--- config.mk ---
export PLATFORM = sky130hd
export DESIGN_NAME = seq_divider_32bit
export DESIGN_NICKNAME = d
export VERILOG_FILES = /design/src/rtl/div_pkg.sv /design/src/rtl/div_addsub_unit.sv /design/src/rtl/seq_divider_32bit.sv
export SDC_FILE = /design/constraint.sdc
export NUM_CORES = 1
export LEC_CHECK = 0
export CORE_MARGIN = 1.5
export CORE_UTILIZATION = 38
export CTS_CLUSTER_DIAMETER = 30
export DETAILED_ROUTE_END_ITERATION = 8
export SYNTH_ARGS = -nofsm -noshare
export SYNTH_HDL_FRONTEND = slang
export SYNTH_SLANG_ARGS = --single-unit
export TNS_END_PERCENT = 5
--- constraint.sdc ---
create_clock -name clock -period 8.3 [get_ports clock]
set_clock_uncertainty 0.15 [all_clocks]
set_input_delay 0.83 -clock clock [delete_from_list [all_inputs] [get_ports clock]]
set_output_delay 0.83 -clock clock [all_outputs]
set_load 0.02 [all_outputs]
--- src/rtl/div_pkg.sv ---
// Shared types and constants for the sequential non-restoring divider.
package div_pkg;

  typedef enum logic [1:0] {
    IDLE = 2'd0,
    ITER = 2'd1,
    FIX  = 2'd2,
    DONE = 2'd3
  } div_state_t;

  localparam int DIV_WIDTH = 32;
  localparam logic [DIV_WIDTH-1:0] DIV_ZERO_QUOTIENT = 32'hFFFF_FFFF;
  localparam int DIV_CNT_W = $clog2(DIV_WIDTH);

endpackage

--- src/rtl/div_addsub_unit.sv ---
// Combinational (WIDTH+1)-bit adder/subtractor shared by the ITER steps and
// the FIX remainder restore.
module div_addsub_unit #(
  parameter int WIDTH = 32
) (
  input  logic [WIDTH:0] a,
  input  logic [WIDTH:0] b,
  input  logic           sub,
  output logic [WIDTH:0] sum
);

  assign sum = sub ? (a - b) : (a + b);

endmodule

--- src/rtl/seq_divider_32bit.sv ---
// Multi-cycle non-restoring divider: quotient -> ZLow, remainder -> ZHigh.
// Build option: define DIV_SIGNED_EN for two's-complement signed operands.
module seq_divider_32bit
  import div_pkg::*;
#(
  parameter int WIDTH = DIV_WIDTH
) (
  input  logic             clock,
  input  logic             clear,
  input  logic             start,
  input  logic [WIDTH-1:0] dividend,
  input  logic [WIDTH-1:0] divisor,
  output logic             busy,
  output logic             done,
  output logic [WIDTH-1:0] quotient,
  output logic [WIDTH-1:0] remainder,
  output logic             div_by_zero
);

  localparam int CNT_W = $clog2(WIDTH);
  localparam logic [WIDTH-1:0] ONE = {{(WIDTH-1){1'b0}}, 1'b1};

  div_state_t state, state_nxt;

  logic [WIDTH:0]   acc;
  logic [WIDTH-1:0] q, m;
  logic [CNT_W-1:0] cnt;
  logic [WIDTH-1:0] q_res, r_res;
  logic             dbz_res;

  logic             launch, zero_div;
  logic [WIDTH:0]   as_a, as_b, as_sum;
  logic             as_sub;
  logic [WIDTH:0]   acc_fix;
  logic [WIDTH-1:0] dvd_mag, dvs_mag;
  logic [WIDTH-1:0] q_fin, r_fin;

  // A start coinciding with the done pulse is dropped, not queued.
  assign launch   = (state == IDLE) && start && !done;
  assign zero_div = (divisor == '0);
  assign busy     = (state == ITER) || (state == FIX);

  always_ff @(posedge clock) begin
    if (!clear) state <= IDLE;
    else        state <= state_nxt;
  end

  always_comb begin
    state_nxt = state;
    case (state)
      IDLE: if (launch) state_nxt = zero_div ? DONE : ITER;
      ITER: if (cnt == '0) state_nxt = FIX;
      FIX:  state_nxt = DONE;
      DONE: state_nxt = IDLE;
      default: state_nxt = IDLE;
    endcase
  end

  // One adder serves both phases: ITER works on the shifted {A,Q}, FIX restores A.
  always_comb begin
    as_a   = {acc[WIDTH-1:0], q[WIDTH-1]};
    as_b   = {1'b0, m};
    as_sub = ~acc[WIDTH];
    if (state == FIX) begin
      as_a   = acc;
      as_sub = 1'b0;
    end
  end

  div_addsub_unit #(.WIDTH(WIDTH)) u_addsub (
    .a   (as_a),
    .b   (as_b),
    .sub (as_sub),
    .sum (as_sum)
  );

  assign acc_fix = acc[WIDTH] ? as_sum : acc;

`ifdef DIV_SIGNED_EN
  logic q_neg, r_neg;

  assign dvd_mag = dividend[WIDTH-1] ? (~dividend + ONE) : dividend;
  assign dvs_mag = divisor[WIDTH-1]  ? (~divisor + ONE)  : divisor;
  assign q_fin   = q_neg ? (~q + ONE) : q;
  assign r_fin   = r_neg ? (~acc_fix[WIDTH-1:0] + ONE) : acc_fix[WIDTH-1:0];

  always_ff @(posedge clock) begin
    if (!clear) begin
      q_neg <= 1'b0;
      r_neg <= 1'b0;
    end else if (launch && !zero_div) begin
      q_neg <= dividend[WIDTH-1] ^ divisor[WIDTH-1];
      r_neg <= dividend[WIDTH-1];
    end
  end
`else
  assign dvd_mag = dividend;
  assign dvs_mag = divisor;
  assign q_fin   = q;
  assign r_fin   = acc_fix[WIDTH-1:0];
`endif

  always_ff @(posedge clock) begin
    if (!clear) begin
      acc         <= '0;
      q           <= '0;
      m           <= '0;
      cnt         <= '0;
      q_res       <= '0;
      r_res       <= '0;
      dbz_res     <= 1'b0;
      done        <= 1'b0;
      quotient    <= '0;
      remainder   <= '0;
      div_by_zero <= 1'b0;
    end else begin
      done <= 1'b0;
      case (state)
        IDLE: if (launch) begin
          if (zero_div) begin
            q_res   <= {WIDTH{DIV_ZERO_QUOTIENT[0]}};
            r_res   <= dividend;
            dbz_res <= 1'b1;
          end else begin
            acc     <= '0;
            q       <= dvd_mag;
            m       <= dvs_mag;
            cnt     <= CNT_W'(WIDTH - 1);
            dbz_res <= 1'b0;
          end
        end
        ITER: begin
          acc <= as_sum;
          q   <= {q[WIDTH-2:0], ~as_sum[WIDTH]};
          cnt <= cnt - CNT_W'(1);
        end
        FIX: begin
          q_res <= q_fin;
          r_res <= r_fin;
        end
        // Visible results only move here, so they hold steady between dones.
        DONE: begin
          done        <= 1'b1;
          quotient    <= q_res;
          remainder   <= r_res;
          div_by_zero <= dbz_res;
        end
        default: ;
      endcase
    end
  end

endmodule

==> summary.txt <==
Detailed routing
  • 1st-pass router iterations: 6
  • Vias/cell: ~5.5
  • DRC Markers: 0
  • DRT Wirelength: about 35000 um
  • Initial DRC Count: between 600 and 700
  • Routed WL per cell: 18.0 um
  • Via count: ~11000
  • Final ANT Viol Nets: 0

Clocking
  • H-tree depth: 2
  • TritonCTS clock tree: yes
  • Worst-skew pair later-pin latency: approximately 540 ps
  • TritonCTS Buffers: between 50 and 60
  • Total setup buffers inserted after CTS: 0
  • Post_cts resized: 0
  • Hold-fix buffers at CTS: 0
  • Clk buf depth: 3
  • Clk Tree Root Cell: clkbuf_16
  • CTS Sinks: about 240
  • Worst-path clk slew: 50 ps

Timing
  • Final hold vios: 0
  • Crit path time final: about 5000 ps
  • Worst slew pin tran: roughly 1200 ps
  • Hold WS: between 300 and 400 ps
  • Worst setup margin: roughly 3400 ps
  • Period utilization: 58.9%
  • F_max: just over 0.2 GHz
  • Final setup fails: 0
  • RSZ-0062 raised after global routing: false
  • Setup TNS: 0 ps
  • Slew margin rel.: between 20 and 25%
  • Slew Limit Fails: 0

Placed design
  • Detailed placement HPWL: 24700 um
  • GPL Wtd Cong: ~0.9
  • Pre-CTS setup slack: 3400 ps
  • PortBufs: 133

Global routing
  • Global-route wire length before repair: around 56000 um
  • Largest net degree at the start of global routing: approximately 140
  • Number of global-route vias before repair: between 10000 and 15000
  • Total GRT Usage: between 20% and 30%
  • Initial antenna violation count: 0
  • Total grt overflow: 0

Synth
  • Post-synth EDFFs: 0
  • Ys async rst share: 0%
  • Ys Warns: 0
  • Synth Instances: about 1400
  • Area leader, netlist: dfxtp_1
  • Netlist cell types: 60
  • Post-synth net total: approximately 1500
  • Ranking of synthesized cells by area: dfxtp_1, mux2i_1, nor2b_1, a21boi_0, ha_1
  • Ys flop type: dfxtp_1
  • Seq/Total Area, Yosys: roughly two fifths
  • Synth Cell Area: 12300 um^2
  • Top-area cell type share of the netlist area: a little under two fifths
  • Syn_area_per_cell: 8.67 um^2
  • Synth Register Bits: 235

Run status
  • Status: finished, final reports clean

Power and ir drop
  • Power per Cell Area: between 300 and 400 nW/um^2
  • Worst VDD drop: around 0.16 mV
  • Leakage power: ~0.0057 uW

Floorplanning
  • Die X: 183 um
  • Die footprint: 33400 um^2
  • Core area: around 32000 um^2
  • Row count: 65
  • Initial core utilization: between 30% and 40%
  • Ports: approximately 130
  • Die Y: approximately 180 um

Critical path
  • Setup crit start kind: flip-flop
  • CP Capture Type: flip-flop
  • Critical path class: reg -> reg
  • CP Max Fanout: 7
  • Worst R2R Setup Slack: approximately 3400 ps
  • Worst r2r dst: q[0]
  • CP Data Arrival Time: slightly above 5000 ps
  • R2r worst-path depth: 15
  • Worst Path Required: between 8000 and 9000 ps
  • Reg2reg start: m[7]

Finish
  • Share of layout cells above drive strength 1: 9.83%
  • Most common cell after layout, fill and taps aside: dfxtp_1
  • Most frequent cells in the layout: dfxtp_1, clkdlybuf4s50_1, nand2_1
  • Ant diodes: 0
  • P&R area growth vs syn: 28.1%
  • # fillers: 3032
  • Nets: ~1600

Hold path
  • Hold Crit Start: q_res[10]
  • Min-Delay Path Depth: 2
  • Hold Path Class: reg -> reg
  • WHS Endpoint: q_res[10]

Job
  • Max-Cap Viols: 0
-- Yosys cell counts, types with 4 or more instances --
cell type / instances
dfxtp_1: 235
nand2_1: 124
nor2_1: 117
nor2b_1: 97
mux2i_1: 95
o21ai_0: 95
clkbuf_1: 85
a21boi_0: 74
a21oi_1: 68
ha_1: 43
xor2_1: 32
o221ai_1: 31
mux2_2: 28
xnor2_1: 27
nand3_1: 24
o211ai_1: 24
a22oi_1: 19
or3_1: 19
inv_1: 18
buf_1: 15
a211oi_1: 14
nor4_1: 13
a21o_1: 11
nor3_1: 10
and3_1: 9
o31ai_1: 9
nand4_1: 7
o211a_1: 6
a211o_1: 5
a31oi_1: 5
nand2b_1: 5
o21bai_1: 5
o21a_1: 4
-- routing by layer --
layer  GRT usage (%)  routed length [um]  up-vias
li1                -                   -     5296
met1            29.0               16900     5050
met2            32.6               15200      321
met3            3.30                1980       63
met4            7.02                1080        0
met5               0                   0        -
-- worst max-delay path, cell delays in order (launching register included) --
cell,delay (ps)
dfxtp_1,370
or4_1,590
nor4_1,500
nand2_1,170
o41ai_1,340
xor2_1,260
ha_1,340
a21o_1,210
a21o_1,170
a21o_1,200
a221o_1,370
o211ai_1,330
a41oi_1,210
xor2_1,240
nand2_1,90
and3_1,230
-- cells by family after synthesis --
| group | synth area share, % |
|---|---|
| AOI/OAI and AO/OA | 21.5 |
| xor gates and xnor gates | 4.21 |
| adders and majority gates | 4.54 |
| buffers and inverters | 3.70 |
| DFF | 38.3 |
| muxes | 10.3 |
| and+or+nand+nor | 17.5 |
-- layout make-up --
cell class / count / area, um^2 / area share, %
inverter: 19 / 71.3 / 0.453
timing repair buffer: 146 / 1430 / 9.09
clock inverter: 31 / 418 / 2.66
multi-input combinational: 1062 / 7200 / 45.7
clock buffer: 63 / 1410 / 8.98
sequential: 235 / 4710 / 29.9
tap: 402 / 503 / 3.20
-- metrics by stage --
stage | std cells | total power [uW] | cell area, um^2 | utilization [%]
floorplan | 1417 | 3420 | 12300 | -
global placement | 1864 | 4100 | 13900 | 43.8
detailed placement | 1864 | 4120 | 13900 | 43.8
CTS | 1958 | 6260 | 15700 | 49.6
global route | 1958 | 6630 | 15700 | 49.6
finish | 1958 | 6240 | 15700 | 49.6
-- power breakdown --
part / leakage [uW] / total (uW) / switching (uW) / internal [uW]
registers: 0.00191 / 1540 / 193 / 1350
clock network: 0.000891 / 2120 / 643 / 1480
logic: 0.00293 / 2570 / 1580 / 997
-- sequential cells by signal, indices dropped and copies added (netlist names) --
| name | flops |
|---|---|
| acc | 33 |
| div_by_zero | 1 |
| remainder | 32 |
| cnt | 5 |
| state | 2 |
| m | 32 |
| quotient | 32 |
| done | 1 |
| q | 32 |
| dbz_res | 1 |
| r_res | 32 |
| q_res | 32 |
-- worst max path at each step --
stage	to	slack [ps]	startpoint
CTS	q[0]	3370	m[7]
global placement	q[0]	3430	m[7]
floorplan	acc[29]	4020	state[0]
global route	q[0]	3020	m[7]
detailed placement	q[0]	3400	m[7]
finish	q[0]	3410	m[7]
Power figures use the tool's default switching activity.
